File: src/rtl/mdu_sched_if.sv
// mdu_sched_if: EXE request, multiplier, divider and HI/LO commit signals of the MDU sequencer
interface mdu_sched_if;
  logic        req_valid;
  logic [2:0]  req_op;
  logic [31:0] req_a, req_b, hi_in, lo_in;
  logic        flush, exe_wr;
  logic        mul_start, mul_signed;
  logic [31:0] mul_a, mul_b;
  logic [63:0] mul_p;
  logic        div_start, div_signed, div_abort, div_done;
  logic [31:0] div_a, div_b, div_q, div_r;
  logic        mdu_stall, res_valid, hilo_we;
  logic [31:0] res_hi, res_lo;
  modport slave (
    input  req_valid, req_op, req_a, req_b, hi_in, lo_in, flush, exe_wr, mul_p, div_done, div_q, div_r,
    output mul_start, mul_signed, mul_a, mul_b, div_start, div_signed, div_a, div_b, div_abort,
           mdu_stall, res_valid, res_hi, res_lo, hilo_we
  );
  modport master (
    output req_valid, req_op, req_a, req_b, hi_in, lo_in, flush, exe_wr, mul_p, div_done, div_q, div_r,
    input  mul_start, mul_signed, mul_a, mul_b, div_start, div_signed, div_a, div_b, div_abort,
           mdu_stall, res_valid, res_hi, res_lo, hilo_we
  );
endinterface

File: src/rtl/mdu_sched.sv
// mdu_sched: launches one MDU op on the fixed-latency multiplier or iterative divider and holds the HI/LO result
module mdu_sched #(
  parameter int MUL_LAT = 2
) (
  input logic clk,
  input logic rst,
  mdu_sched_if.slave m
);
  typedef enum logic [1:0] {IDLE, MUL_WAIT, DIV_WAIT, DONE} state_t;
  state_t      state_q, state_d;
  logic [2:0]  op_q, op_d, cnt_q, cnt_d;
  logic        sgn_q, sgn_d;
  logic [31:0] a_q, a_d, b_q, b_d;
  logic [63:0] acc_q, acc_d, res_q, res_d, mul_res;
  logic        wait_st, div_op, launch, kill, mul_cap, div_cap;
  always_comb begin
    wait_st = state_q == MUL_WAIT || state_q == DIV_WAIT;
    div_op  = m.req_op[2:1] == 2'b01;
    launch  = !rst && state_q == IDLE && m.req_valid && !m.flush;
    // losing req_valid while waiting means the instruction left EXE: same as a flush
    kill    = m.flush || (wait_st && !m.req_valid);
    mul_cap = state_q == MUL_WAIT && cnt_q == 3'd0 && !kill;
    div_cap = state_q == DIV_WAIT && m.div_done && !kill;
    mul_res = !op_q[2] ? m.mul_p : op_q[1] ? acc_q - m.mul_p : acc_q + m.mul_p;
    state_d = kill ? IDLE :
              launch ? (div_op ? DIV_WAIT : MUL_WAIT) :
              (mul_cap || div_cap) ? DONE :
              (state_q == DONE && m.exe_wr) ? IDLE : state_q;
    cnt_d   = launch ? 3'(MUL_LAT - 1) : (state_q == MUL_WAIT && cnt_q != 3'd0) ? cnt_q - 3'd1 : cnt_q;
    op_d    = launch ? m.req_op : op_q;
    sgn_d   = launch ? !m.req_op[0] : sgn_q;
    a_d     = launch ? m.req_a : a_q;
    b_d     = launch ? m.req_b : b_q;
    acc_d   = launch ? {m.hi_in, m.lo_in} : acc_q;
    res_d   = mul_cap ? mul_res : div_cap ? {m.div_r, m.div_q} : res_q;
  end
  always_ff @(posedge clk) begin
    if (rst) begin
      state_q <= IDLE;
      cnt_q   <= '0;
      op_q    <= '0;
      sgn_q   <= 1'b0;
      a_q     <= '0;
      b_q     <= '0;
      acc_q   <= '0;
      res_q   <= '0;
    end else begin
      state_q <= state_d;
      cnt_q   <= cnt_d;
      op_q    <= op_d;
      sgn_q   <= sgn_d;
      a_q     <= a_d;
      b_q     <= b_d;
      acc_q   <= acc_d;
      res_q   <= res_d;
    end
  end
  assign m.mul_start  = launch && !div_op;
  assign m.div_start  = launch && div_op;
  assign m.mul_signed = launch ? !m.req_op[0] : sgn_q;
  assign m.div_signed = m.mul_signed;
  assign m.mul_a      = launch ? m.req_a : a_q;
  assign m.mul_b      = launch ? m.req_b : b_q;
  assign m.div_a      = m.mul_a;
  assign m.div_b      = m.mul_b;
  assign m.div_abort  = !rst && state_q == DIV_WAIT && kill;
  assign m.mdu_stall  = !rst && m.req_valid && !m.flush && state_q != DONE;
  assign m.res_valid  = state_q == DONE;
  assign m.hilo_we    = state_q == DONE && m.exe_wr && !m.flush;
  assign m.res_hi     = res_q[63:32];
  assign m.res_lo     = res_q[31:0];
endmodule

File: src/flat_wrapper.sv
// flat-port wrapper written by rule: the top's interface ports become plain ports
module mdu_sched_flat 
#(
  parameter int MUL_LAT = 2
)
  (clk, rst, m_req_valid, m_req_op, m_req_a, m_req_b, m_hi_in, m_lo_in, m_flush, m_exe_wr, m_mul_p, m_div_done, m_div_q, m_div_r, m_mul_start, m_mul_signed, m_mul_a, m_mul_b, m_div_start, m_div_signed, m_div_a, m_div_b, m_div_abort, m_mdu_stall, m_res_valid, m_res_hi, m_res_lo, m_hilo_we);
  mdu_sched_if m_i ();
  input logic clk;
  input logic rst;
  input wire logic [$bits(m_i.req_valid)-1:0] m_req_valid;
  input wire logic [$bits(m_i.req_op)-1:0] m_req_op;
  input wire logic [$bits(m_i.req_a)-1:0] m_req_a;
  input wire logic [$bits(m_i.req_b)-1:0] m_req_b;
  input wire logic [$bits(m_i.hi_in)-1:0] m_hi_in;
  input wire logic [$bits(m_i.lo_in)-1:0] m_lo_in;
  input wire logic [$bits(m_i.flush)-1:0] m_flush;
  input wire logic [$bits(m_i.exe_wr)-1:0] m_exe_wr;
  input wire logic [$bits(m_i.mul_p)-1:0] m_mul_p;
  input wire logic [$bits(m_i.div_done)-1:0] m_div_done;
  input wire logic [$bits(m_i.div_q)-1:0] m_div_q;
  input wire logic [$bits(m_i.div_r)-1:0] m_div_r;
  output wire logic [$bits(m_i.mul_start)-1:0] m_mul_start;
  output wire logic [$bits(m_i.mul_signed)-1:0] m_mul_signed;
  output wire logic [$bits(m_i.mul_a)-1:0] m_mul_a;
  output wire logic [$bits(m_i.mul_b)-1:0] m_mul_b;
  output wire logic [$bits(m_i.div_start)-1:0] m_div_start;
  output wire logic [$bits(m_i.div_signed)-1:0] m_div_signed;
  output wire logic [$bits(m_i.div_a)-1:0] m_div_a;
  output wire logic [$bits(m_i.div_b)-1:0] m_div_b;
  output wire logic [$bits(m_i.div_abort)-1:0] m_div_abort;
  output wire logic [$bits(m_i.mdu_stall)-1:0] m_mdu_stall;
  output wire logic [$bits(m_i.res_valid)-1:0] m_res_valid;
  output wire logic [$bits(m_i.res_hi)-1:0] m_res_hi;
  output wire logic [$bits(m_i.res_lo)-1:0] m_res_lo;
  output wire logic [$bits(m_i.hilo_we)-1:0] m_hilo_we;
  assign m_i.req_valid = m_req_valid;
  assign m_i.req_op = m_req_op;
  assign m_i.req_a = m_req_a;
  assign m_i.req_b = m_req_b;
  assign m_i.hi_in = m_hi_in;
  assign m_i.lo_in = m_lo_in;
  assign m_i.flush = m_flush;
  assign m_i.exe_wr = m_exe_wr;
  assign m_i.mul_p = m_mul_p;
  assign m_i.div_done = m_div_done;
  assign m_i.div_q = m_div_q;
  assign m_i.div_r = m_div_r;
  assign m_mul_start = m_i.mul_start;
  assign m_mul_signed = m_i.mul_signed;
  assign m_mul_a = m_i.mul_a;
  assign m_mul_b = m_i.mul_b;
  assign m_div_start = m_i.div_start;
  assign m_div_signed = m_i.div_signed;
  assign m_div_a = m_i.div_a;
  assign m_div_b = m_i.div_b;
  assign m_div_abort = m_i.div_abort;
  assign m_mdu_stall = m_i.mdu_stall;
  assign m_res_valid = m_i.res_valid;
  assign m_res_hi = m_i.res_hi;
  assign m_res_lo = m_i.res_lo;
  assign m_hilo_we = m_i.hilo_we;
  mdu_sched #(.MUL_LAT(MUL_LAT)) u_core (.clk(clk), .rst(rst), .m(m_i));
endmodule
File: config.mk
export PLATFORM = sky130hd
export DESIGN_NAME = mdu_sched_flat
export DESIGN_NICKNAME = d
export VERILOG_FILES = /design/src/rtl/mdu_sched_if.sv /design/src/rtl/mdu_sched.sv /design/src/flat_wrapper.sv
export SDC_FILE = /design/constraint.sdc
export NUM_CORES = 1
export LEC_CHECK = 0
export BUFFER_PORTS_ARGS = -buffer_cell sky130_fd_sc_hd__buf_2
export CAP_MARGIN = 20
export CELL_PAD_IN_SITES_DETAIL_PLACEMENT = 2
export CELL_PAD_IN_SITES_GLOBAL_PLACEMENT = 2
export CORE_UTILIZATION = 28
export CTS_CLUSTER_SIZE = 24
export DETAILED_ROUTE_END_ITERATION = 10
export PLACE_DENSITY_LB_ADDON = 0.12
export SLEW_MARGIN = 0
export SYNTH_ARGS = -nofsm -noshare
export SYNTH_HDL_FRONTEND = slang
export SYNTH_SLANG_ARGS = --single-unit
File: constraint.sdc
create_clock -name clk -period 7.29 [get_ports clk]
set_clock_uncertainty 0.2 [all_clocks]
set_input_delay 1.458 -clock clk [delete_from_list [all_inputs] [get_ports clk]]
set_output_delay 1.458 -clock clk [all_outputs]
set_load 0.02 [all_outputs]
==> results_dict.tcl <==
set metrics [dict create \
    status "completed" \
    setup_viol 0 \
    syn2layout_area_growth_pct 21.58 \
    cap_viol_max_count 0 \
    drive_above_1_share_pct 24.63 \
    grt_usage_pct 25.49 \
    slew_viol_final 0 \
    maxSlewHeadroom_pct 23.22 \
    path_depth 20 \
    synth_ff_type "dfxtp_1" \
    grt_first_pass_wirelength_um 97440 \
    synth_seq_cells 200 \
    required_ns 7.50 \
    clock_latency_ns 0.52 \
    synth.avg_cell_area_um2 7.182 \
    cts_tree "built" \
    worstPathArrival_ns 6.46 \
    crit_fanout 8 \
    postCtsSetupBuffers 0 \
    seq_area_frac_synth_pct 28.83 \
    start_util_pct 28.37 \
    dp_hpwl_um 50800 \
    antenna_found_initial 8 \
    synth_cell_types 81 \
    ys_warn_count 0 \
    syn_inst 1934 \
    design.portCount 465 \
    critPathKind "in2reg" \
    post_cts_resized 0 \
    dr.first_iter.drc_count 697 \
    power_uw 2917 \
    cts_root_buffer "clkbuf_16" \
    fmax_ghz 0.1599 \
    multi_input_area_mm2 0.008862 \
    clock_sinks 200 \
    powerDensity_mw_per_mm2 172.7 \
    cpPeakStageDelay_ns 0.56 \
    fin_crit_sh_pct 85.80 \
    hp-class "reg2reg" \
    fin_crit_ns 6.255 \
    core_area_mm2 0.04895 \
    routed_wl_um 64980 \
    vias 15257 \
    register_area_mm2 0.004006 \
    leakagePower_uw 0.007607 \
    hold_violations 0 \
    gp_congestion 0.8675 \
    synth_edf_count 0 \
    num_rows 81 \
    peakVddDrop_uv 130.1 \
    tns_ns 0 \
    die_h_um 224.7 \
    htreeDepth 4 \
    hold_buffers 0 \
    syn-num-nets 2270 \
    clk_path_buf_depth 2 \
    path_cells "buf_2 > or4_1 > nor4_1 > nand2b_1 > and2b_2 > and3_1 > and2_1 > buf_4 > a21oi_1 > xnor2_1 > ha_1 > nand3_1 > nor3_1 > nand2_1 > or3_1 > nand3_2 > a221oi_2 > o41a_1 > xor2_1 > a2111oi_2" \
    antenna_left 0 \
    post-route-drc-count 0 \
    syn_area_mm2 0.01389 \
    whs_path_depth 2 \
    grt_overflow 0 \
    clk_pin_slew_ns 0.09 \
    numCtsBuffers 17 \
    finalNetCount 2593 \
    dieArea_mm2 0.05050 \
    worst_pin_slew_ns 1.147 \
    place.port_buffers 464 \
    grt_max_degree 84 \
    start_kind "input pin" \
    via_per_inst 5.198 \
    rsz0062_at_grt "false" \
    num-fill-cells 5843 \
    wire_per_inst_um 22.14 \
    async_flop_share_pct 0 \
    firstDrtPassIters 5 \
    grt_pass1_vias 16412 \
    rr_worst_depth 14 \
    fp.dieW_um 224.7 \
    cp_top_family "simple AND/OR/NAND/NOR gates" \
    crit_slowest_cell "or4_1" \
    crit_path_end_kind "flip-flop" \
    crit_buf_inv 2 \
]
cells in the mapped netlist, types with 9 or more instances:
master | n | area [um^2]
nor2_1 | 150 | 563.0
buf_4 | 65 | 488.0
o21ai_0 | 66 | 330.3
or3_1 | 20 | 125.1
and3_1 | 20 | 125.1
nand2_1 | 421 | 1580
a2111oi_0 | 12 | 105.1
nor4_1 | 12 | 75.07
xor2_1 | 23 | 201.4
and2_1 | 10 | 62.56
a21oi_1 | 294 | 1471
ha_1 | 70 | 875.8
o21bai_1 | 16 | 120.1
inv_1 | 34 | 127.6
dfxtp_1 | 200 | 4004
a211oi_1 | 33 | 247.7
nand3_1 | 15 | 75.07
clkbuf_1 | 99 | 371.6
o22ai_1 | 9 | 56.30
nor3_1 | 49 | 245.2
mux2i_1 | 14 | 140.1
nor2b_1 | 10 | 62.56
a31oi_1 | 21 | 131.4
xnor2_1 | 98 | 858.3
a21o_1 | 25 | 187.7
nand4_1 | 14 | 87.58
cell type report:
cell class,instances,share of cell area (%)
diodes,1,0.01482
inverters,34,0.7557
repair buffers,486,14.77
well taps,664,4.920
clock inverters,15,0.8224
multi-input cells,1518,52.48
flip-flops and latches,200,23.72
clock buffers,17,2.519
cells in the final DEF, fill, tap and decap left out, types with 8 or more instances in the layout:
cell       count
nor2_1       149
nor2b_1       10
nor3_1        49
xor2_1        23
o21ai_0       66
a21oi_1      294
a211oi_1      33
nand4_1       14
a21o_1        25
a211o_1        8
and3_1        18
mux2i_1       14
o22ai_1        9
xnor2_1       98
or3_1         20
nand3_1       13
nor4_1        12
a2111oi_0     12
a31oi_1       20
clkbuf_16     17
o21bai_1      16
dfxtp_1      198
inv_1         34
buf_2        463
ha_1          70
buf_4         22
nand2_1      420
and2_1        10
stage by stage:
stage / hold WS, ns / instance area [um^2] / setup slack, ns / util [%] / std cells
6_report: 0.2619 / 16890 / 1.035 / 34.50 / 2935
5_1_grt: 0.2793 / 16890 / 0.6768 / 34.50 / 2935
4_1_cts: 0.2641 / 16880 / 1.101 / 34.49 / 2934
3_5_place_dp: 0.2527 / 16320 / 0.5367 / 33.34 / 2902
3_3_place_gp: 0.2401 / 16320 / 0.6768 / 33.34 / 2902
2_1_floorplan: 0.2363 / 13890 / 1.172 / - / 1934
path summary, 6_finish.rpt:
check | to | slack, ns | from
worst min-delay path | u_core.res_q[13] | 0.26 | u_core.res_q[13]
worst max register to register | u_core.res_q[58] | 2.51 | u_core.op_q[1]
worst min register to register | u_core.res_q[13] | 0.26 | u_core.res_q[13]
worst max-delay path | u_core.res_q[58] | 1.04 | m_mul_p[16]
cells by family (layout without fill, tap and decap cells):
family | count (synthesis) | after routing | share of synthesized area, %
muxes | 21 | 21 | 1.576
AOI/OAI and AO/OA | 552 | 552 | 24.36
DFF | 200 | 200 | 28.83
other | 0 | 1 | 0
buffers and inverters | 216 | 552 | 7.684
adders and majority gates | 71 | 71 | 6.450
xor gates and xnor gates | 121 | 121 | 7.630
and+or+nand+nor | 753 | 753 | 23.48
state kept, by name (all words and copies together), names as in the netlist:
signal	count
u_core.b_q	32
u_core.op_q	2
u_core.acc_q	64
u_core.cnt_q	3
u_core.a_q	32
u_core.state_q	2
u_core.sgn_q	1
u_core.res_q	64
tightest hold or removal path, stage by stage (launching register included):
cell and delay (ns):
dfxtp_1 0.31, nand2_1 0.05, a21oi_1 0.05
metal layers:
| metal | global-route usage, % | wire, um |
|---|---|---|
| met5 | 0 | 90 |
| met4 | 8.054 | 1417 |
| met3 | 5.669 | 2965 |
| met2 | 43.98 | 32050 |
| met1 | 31.30 | 28460 |
where the power goes:
group / internal, uW / switching, uW
Sequential: 1130 / 22.0
Clock: 451 / 535
Combinational: 279 / 503
Power figures use the tool's default switching activity.
